==> config.mk <==
export PLATFORM = sky130hd
export DESIGN_NAME = keccak_cmd_packer
export DESIGN_NICKNAME = d
export VERILOG_FILES = /design/src/rtl/keccak_pkg.sv /design/src/rtl/keccak_seg_calc.sv /design/src/rtl/keccak_cmd_packer.sv
export SDC_FILE = /design/constraint.sdc
export NUM_CORES = 1
export LEC_CHECK = 0
export BUFFER_PORTS_ARGS = -buffer_cell sky130_fd_sc_hd__buf_4
export CAP_MARGIN = 15
export CORE_MARGIN = 2
export CORE_UTILIZATION = 40
export CTS_CLUSTER_DIAMETER = 100
export DETAILED_ROUTE_END_ITERATION = 6
export HOLD_SLACK_MARGIN = 0.1
export PLACE_DENSITY_LB_ADDON = 0.15
export SLEW_MARGIN = 15
export SYNTH_ARGS = -nofsm -noshare
export SYNTH_HDL_FRONTEND = slang
export SYNTH_SLANG_ARGS = --single-unit
==> constraint.sdc <==
create_clock -name clk -period 7.3 [get_ports clk]
set_clock_uncertainty 0.2 [all_clocks]
set_input_delay 1.46 -clock clk [delete_from_list [all_inputs] [get_ports clk]]
set_output_delay 1.46 -clock clk [all_outputs]
set_load 0.01 [all_outputs]
==> src/rtl/keccak_pkg.sv <==
// Shared definitions for the Keccak host packer and core datapath.
// Rates, mode encoding and command word field positions.
package keccak_pkg;

    localparam int unsigned RATE_1088 = 1088;
    localparam int unsigned RATE_576  = 576;
    localparam int unsigned RATE_1344 = 1344;

    typedef enum logic [1:0] {
        MODE_R1088  = 2'b00,
        MODE_R576   = 2'b01,
        MODE_R1344  = 2'b10,
        MODE_R1088B = 2'b11
    } mode_e;

    // Header word: {0, mode, out_len, 32'h0}
    localparam int HDR_MODE_LSB = 61;
    localparam int HDR_MODE_W   = 2;
    localparam int HDR_OLEN_LSB = 32;
    localparam int HDR_OLEN_W   = 29;

    // Segment word: {final, 31'h0, seg_len}
    localparam int SEG_FINAL_BIT = 63;
    localparam int SEG_LEN_LSB   = 0;
    localparam int SEG_LEN_W     = 32;

    typedef enum logic [1:0] {
        ST_IDLE,
        ST_HDR,
        ST_SEG,
        ST_DATA
    } state_e;

    typedef struct packed {
        logic [1:0]  mode;
        logic [28:0] out_len;
    } req_t;

    function automatic logic [31:0] rate_bits(
        input logic [1:0] mode
    );
        logic [31:0] r;
        unique case (mode)
            MODE_R576:  r = RATE_576;
            MODE_R1344: r = RATE_1344;
            default:    r = RATE_1088;
        endcase
        return r;
    endfunction

    function automatic logic [63:0] hdr_word(
        input logic [1:0]  mode,
        input logic [28:0] out_len
    );
        logic [63:0] w;
        w = '0;
        w[HDR_MODE_LSB +: HDR_MODE_W] = mode;
        w[HDR_OLEN_LSB +: HDR_OLEN_W] = out_len;
        return w;
    endfunction

    function automatic logic [63:0] seg_word(
        input logic        fin,
        input logic [31:0] len
    );
        logic [63:0] w;
        w = '0;
        w[SEG_FINAL_BIT] = fin;
        w[SEG_LEN_LSB +: SEG_LEN_W] = len;
        return w;
    endfunction

endpackage

==> src/rtl/keccak_seg_calc.sv <==
// Segment sizing: clips remaining message bits to the per-segment
// maximum and derives the final flag, word count and tail bits.
module keccak_seg_calc
    import keccak_pkg::*;
#(
    parameter int unsigned SEG_BLOCKS = 16
) (
    input  logic [1:0]  mode,
    input  logic [31:0] rem_bits,
    output logic [31:0] seg_len,
    output logic        seg_final,
    output logic [31:0] seg_words,
    output logic [5:0]  seg_tail
);

    logic [31:0] max_bits;

    always_comb begin
        max_bits  = SEG_BLOCKS * rate_bits(mode);
        seg_final = (rem_bits <= max_bits);
        seg_len   = seg_final ? rem_bits : max_bits;
        seg_words = {6'b0, seg_len[31:6]}
                  + {31'b0, |seg_len[5:0]};
        seg_tail  = seg_len[5:0];
    end

endmodule

==> src/rtl/keccak_cmd_packer.sv <==
// Host-side packer: header word, then length-prefixed segments
// of message words streamed into the Keccak core din port.
module keccak_cmd_packer
    import keccak_pkg::*;
#(
    parameter int unsigned SEG_BLOCKS = 16
) (
    input  logic        clk,
    input  logic        rst,
    input  logic        start,
    input  logic [1:0]  mode,
    input  logic [28:0] out_len,
    input  logic [31:0] msg_len,
    output logic        busy,
    output logic        done,
    output logic        err,
    input  logic [63:0] msg_data,
    input  logic        msg_valid,
    output logic        msg_ready,
    output logic [63:0] tx_data,
    output logic        tx_valid,
    input  logic        tx_ready
);

    state_e      state_q, state_d;
    req_t        req_q, req_d;
    logic [31:0] rem_q, rem_d;
    logic [31:0] words_q, words_d;
    logic [5:0]  tail_q, tail_d;
    logic        done_q, done_d;
    logic        err_q, err_d;

    logic [31:0] seg_len;
    logic        seg_final;
    logic [31:0] seg_words;
    logic [5:0]  seg_tail;
    logic [63:0] tail_mask;
    logic        last_word;

    keccak_seg_calc #(
        .SEG_BLOCKS (SEG_BLOCKS)
    ) u_calc (
        .mode      (req_q.mode),
        .rem_bits  (rem_q),
        .seg_len   (seg_len),
        .seg_final (seg_final),
        .seg_words (seg_words),
        .seg_tail  (seg_tail)
    );

    // tail of 0 means the last word is full
    always_comb begin
        tail_mask = '1;
        if (tail_q != 6'd0)
            tail_mask = ~({64{1'b1}} >> tail_q);
    end

    assign last_word = (words_q == 32'd1);

    always_comb begin
        state_d   = state_q;
        req_d     = req_q;
        rem_d     = rem_q;
        words_d   = words_q;
        tail_d    = tail_q;
        done_d    = 1'b0;
        err_d     = 1'b0;
        tx_valid  = 1'b0;
        tx_data   = '0;
        msg_ready = 1'b0;
        unique case (state_q)
            ST_IDLE: begin
                if (start) begin
                    if (msg_len[2:0] == 3'd0) begin
                        req_d.mode    = mode;
                        req_d.out_len = out_len;
                        rem_d         = msg_len;
                        state_d       = ST_HDR;
                    end else begin
                        err_d = 1'b1;
                    end
                end
            end
            ST_HDR: begin
                tx_valid = 1'b1;
                tx_data  = hdr_word(req_q.mode,
                                    req_q.out_len);
                if (tx_ready)
                    state_d = ST_SEG;
            end
            ST_SEG: begin
                tx_valid = 1'b1;
                tx_data  = seg_word(seg_final, seg_len);
                if (tx_ready) begin
                    words_d = seg_words;
                    tail_d  = seg_tail;
                    rem_d   = rem_q - seg_len;
                    if (seg_words == 32'd0) begin
                        state_d = ST_IDLE;
                        done_d  = 1'b1;
                    end else begin
                        state_d = ST_DATA;
                    end
                end
            end
            ST_DATA: begin
                tx_valid  = msg_valid;
                msg_ready = tx_ready;
                tx_data   = last_word ? (msg_data & tail_mask)
                                      : msg_data;
                if (msg_valid && tx_ready) begin
                    words_d = words_q - 32'd1;
                    if (last_word) begin
                        if (rem_q != 32'd0) begin
                            state_d = ST_SEG;
                        end else begin
                            state_d = ST_IDLE;
                            done_d  = 1'b1;
                        end
                    end
                end
            end
            default: state_d = ST_IDLE;
        endcase
    end

    always_ff @(posedge clk) begin
        if (rst) begin
            state_q <= ST_IDLE;
            req_q   <= '0;
            rem_q   <= '0;
            words_q <= '0;
            tail_q  <= '0;
            done_q  <= 1'b0;
            err_q   <= 1'b0;
        end else begin
            state_q <= state_d;
            req_q   <= req_d;
            rem_q   <= rem_d;
            words_q <= words_d;
            tail_q  <= tail_d;
            done_q  <= done_d;
            err_q   <= err_d;
        end
    end

    assign busy = (state_q != ST_IDLE);
    assign done = done_q;
    assign err  = err_q;

endmodule
==> summary.md <==
| Metric | Value |
|---|---|
| Outcome | `finished, violations left` |
| Violations in the final reports | `DRC` |
| Total area of multi-input combinational cells | `4890 sq um` |
| Clock period minus final worst setup slack | `5820 ps` |
| Synth Net Count | `1223` |
| Setup TNS | `0 ps` |
| Post-synthesis mux area share | `0.00979` |
| Worst-case clock buffer depth | `2` |
| Antenna violations before repair | `0` |
| Top post-synthesis cells by area | `dfxtp_1 (28%), nand2_1 (9.6%), a21oi_1 (8.4%)` |
| Required time of the critical path | `5640 ps` |
| Ratio of final minimum period to clock period | `0.798` |
| Final-layout fill cell count | `1882` |
| Hold Path Sink | `req_q[5]$_SDFFE_PP0P_` |
| Synth cell types | `77` |
| Number of setup violations in the final report | `0` |
| IR Drop Worst-Case VDD | `215 uV` |
| Hold-critical path depth | `2` |
| Register area share after synthesis | `0.284` |
| Global-route wire length before repair | `43800 um` |
| Synthesis warning total | `0` |
| Number of port buffers | `200` |
| Worst min-delay path category | `reg2reg` |
| Number of hold-repair buffers added at the cts stage | `0` |
| Worst slack at placement | `2160 ps` |
| Post-synthesis xor/xnor area fraction | `0.0165` |
| Pwr/cell area | `299 nW/um^2` |
| Number of top-level pins | `201` |
| Number of hold violations in the final report | `0` |
| Via count | `8693` |
| Total Nets Final | `1356` |
| Highest clock rate | `0.172 GHz` |
| CTS buffer count | `9` |
| Unrepaired setup endpoints after global routing | `no` |
| Clock slew at the register clock pins of the worst setup and hold paths | `80 ps` |
| CTS HTree Levels | `3` |
| Placed instance area | `8940 sq um` |
| Chip height | `140 um` |
| Count of cells along the worst register-to-register path | `13` |
| Initial core utilization | `0.410` |
| Placed wire-length estimate after detailed placement | `20200 um` |
| Share of the synthesized area in the top cell type | `0.284` |
| Clk_lat worst skew | `360 ps` |
| Total Die Area | `19600 sq um` |
| Antenna Diode Count | `0` |
| Tot GR Track Use | `0.279` |
| WS Path Type | `reg2out` |
| # rows | `49` |
| Clock root buffer | `clkbuf_16` |
| Max-cap violations | `0` |
| Post-Synth Adder-Cell Area | `0.0270` |
| Portion of total power attributed to combinational logic | `0.535` |
| DR WL/cell | `19.5 um` |
| Remaining max-slew budget at the tightest pin | `0.143` |
| Final count of pins violating max slew | `0` |
| Horizontal die dimension | `140 um` |
| Post-Synthesis Mean Instance Area | `6.89 sq um` |
| Number of design-rule violations left by the first detailed-router iteration | `820` |
| Number of cells upsized or downsized after cts | `0` |
| Terminus of the critical flop-to-flop path | `state_q[1]$_SDFFE_PP0P_` |
| Number of enable flip-flop cells after synthesis | `0` |
| Hold path start | `req_q[5]$_SDFFE_PP0P_` |
| Cell type contributing the most total cell area after synthesis | `dfxtp_1` |
| Compound-gate portion of the synthesized area | `0.293` |
| Final wirelength | `28100 um` |
| Drt drc | `3` |
| Switching power total | `1.34 mW` |
| CP Max Fanout | `19` |
| Routability cong. | `0.921` |
| Cell types with the highest counts after synthesis | `nand2_1 (190), a21oi_1 (125), dfxtp_1 (105)` |
| Largest family of logic cells by synthesized area | `simple AND/OR/NAND/NOR gates` |
| Flip-flop cell with the highest count after synthesis | `dfxtp_1` |
| Slew of the pin with the lowest slew margin | `1280 ps` |
| Syn-to-layout area delta | `24.5%` |
| Gr ovfl total | `0` |
| Worst EP arrival | `4160 ps` |
| Antenna Nets Post-Route | `0` |
| Post-synth ARST share | `0` |
| Most frequently used cell type in the post-synthesis netlist | `nand2_1` |
| Fraction of layout instances using a drive strength above 1 | `0.216` |
| Syn Std Cell Area | `7410 sq um` |
| Final core utilization | `0.510` |
| Critical Path End Type | `output pin` |
| Layout Cell Area excl Fill | `9230 sq um` |
| CP startpoint kind | `flop` |
| Number of sinks driven by the clock tree | `105` |
| Simple-Gate Fraction of Synth Area | `0.311` |
| Setup Buffers After CTS | `0` |
| Internal Power | `1.42 mW` |
| Reg-to-reg slack, setup | `2100 ps` |
| Average vias per placed instance | `6.03` |
| TritonCTS clock tree | `done` |
| Maximum number of pins on one net before global-route repair | `61` |
| DRT Pass-1 Iters | `7` |
| Core ar. | `18100 sq um` |
| Clock power share | `0.176` |
| Start of the worst register-to-register path | `rem_q[25]$_SDFFE_PP0P_` |
| Storage element area | `2100 sq um` |
| Leakage power | `3.60 nW` |
| Fraction of power consumed by sequential logic | `0.290` |
| Switching share of power | `0.486` |
| Syn Inst Count | `1075` |
| Fin worst setup slack | `1480 ps` |
| Synth Register Bits | `105` |
| Via count of the first global-routing pass | `7855` |
[cells by family (layout without fill, tap and decap cells)]
kind of cell / count (synthesis) / count (layout)
flops: 105 / 105
other cells: 1 / 1
simple gates: 477 / 477
fa+ha+maj: 16 / 16
buf+inv: 109 / 247
mux: 7 / 7
compound gates: 346 / 346
xor+xnor: 14 / 14
[stage by stage]
step	total power, mW	std cells	hold slack (ps)
2_1_floorplan	1.87	1075	236
3_3_place_gp	2.25	1426	242
3_5_place_dp	2.25	1426	246
4_1_cts	2.75	1442	259
5_1_grt	2.98	1442	270
6_report	2.76	1442	255
[worst max-delay path: stages, from the launching register on]
cell and delay, ps:
dfxtp_1 350, nor4_1 520, nand2b_1 210, nor4_2 810
o21ai_2 450, nor3_1 1080, nand2_1 110, o21ai_0 120
buf_4 150
[layout make-up]
class / count / share of cell area
tap: 229 / 0.0311
timing repair buffer: 211 / 0.172
sequential: 105 / 0.228
inverter: 20 / 0.00814
clock buffer: 9 / 0.0244
clock inverter: 7 / 0.00651
multi-input combinational: 861 / 0.530
[per-layer routing]
layer | part of all wire | vias up | global-route usage
met5 | 0 | - | 0
met4 | 0.034 | 0 | 0.0978
met3 | 0.069 | 55 | 0.0574
met2 | 0.45 | 385 | 0.428
met1 | 0.45 | 4061 | 0.389
li1 | - | 4192 | -
[placed cells by master (no fill, tap or decap), types with 10 or more instances in the layout]
cell type / n
a21oi_1: 124
a32oi_1: 14
and3_1: 21
a22oi_1: 11
a31oi_1: 29
xnor2_1: 10
nor2_1: 90
nor4_1: 13
a21o_1: 10
nand3_1: 31
inv_1: 20
dfxtp_1: 105
o211ai_1: 19
ha_1: 14
o21ai_0: 61
buf_4: 211
nor3_1: 41
a211oi_1: 12
nand2_1: 190
nand4_1: 20
[sequential cells by signal, indices dropped and copies added (netlist names)]
name     count
rem_q       32
words_q     32
req_q       31
tail_q       6
state_q      2
done         1
err          1
[worst max path at each step]
stage / from / to / slack (ps) / depth (start not counted)
6_report: rem_q[25]$_SDFFE_PP0P_ / tx_data[6] / 1480 / 8
5_1_grt: rem_q[25]$_SDFFE_PP0P_ / tx_data[11] / 1280 / 8
4_1_cts: rem_q[25]$_SDFFE_PP0P_ / tx_data[6] / 1670 / 8
3_5_place_dp: rem_q[16]$_SDFFE_PP0P_ / tx_data[6] / 2160 / 8
3_3_place_gp: rem_q[16]$_SDFFE_PP0P_ / tx_data[11] / 2150 / 8
2_1_floorplan: req_q[30]$_SDFFE_PP0P_ / done$_SDFF_PP0_ / 3110 / 19
[power by group through the flow]
stage,Combinational [mW],Clock [mW],Sequential [mW]
floorplan,1.12,0,0.745
global route,1.65,0.516,0.814
detailed placement,1.45,0,0.807
global placement,1.44,0,0.805
CTS,1.46,0.493,0.795
finish,1.47,0.484,0.799
Power figures use the tool's default switching activity.
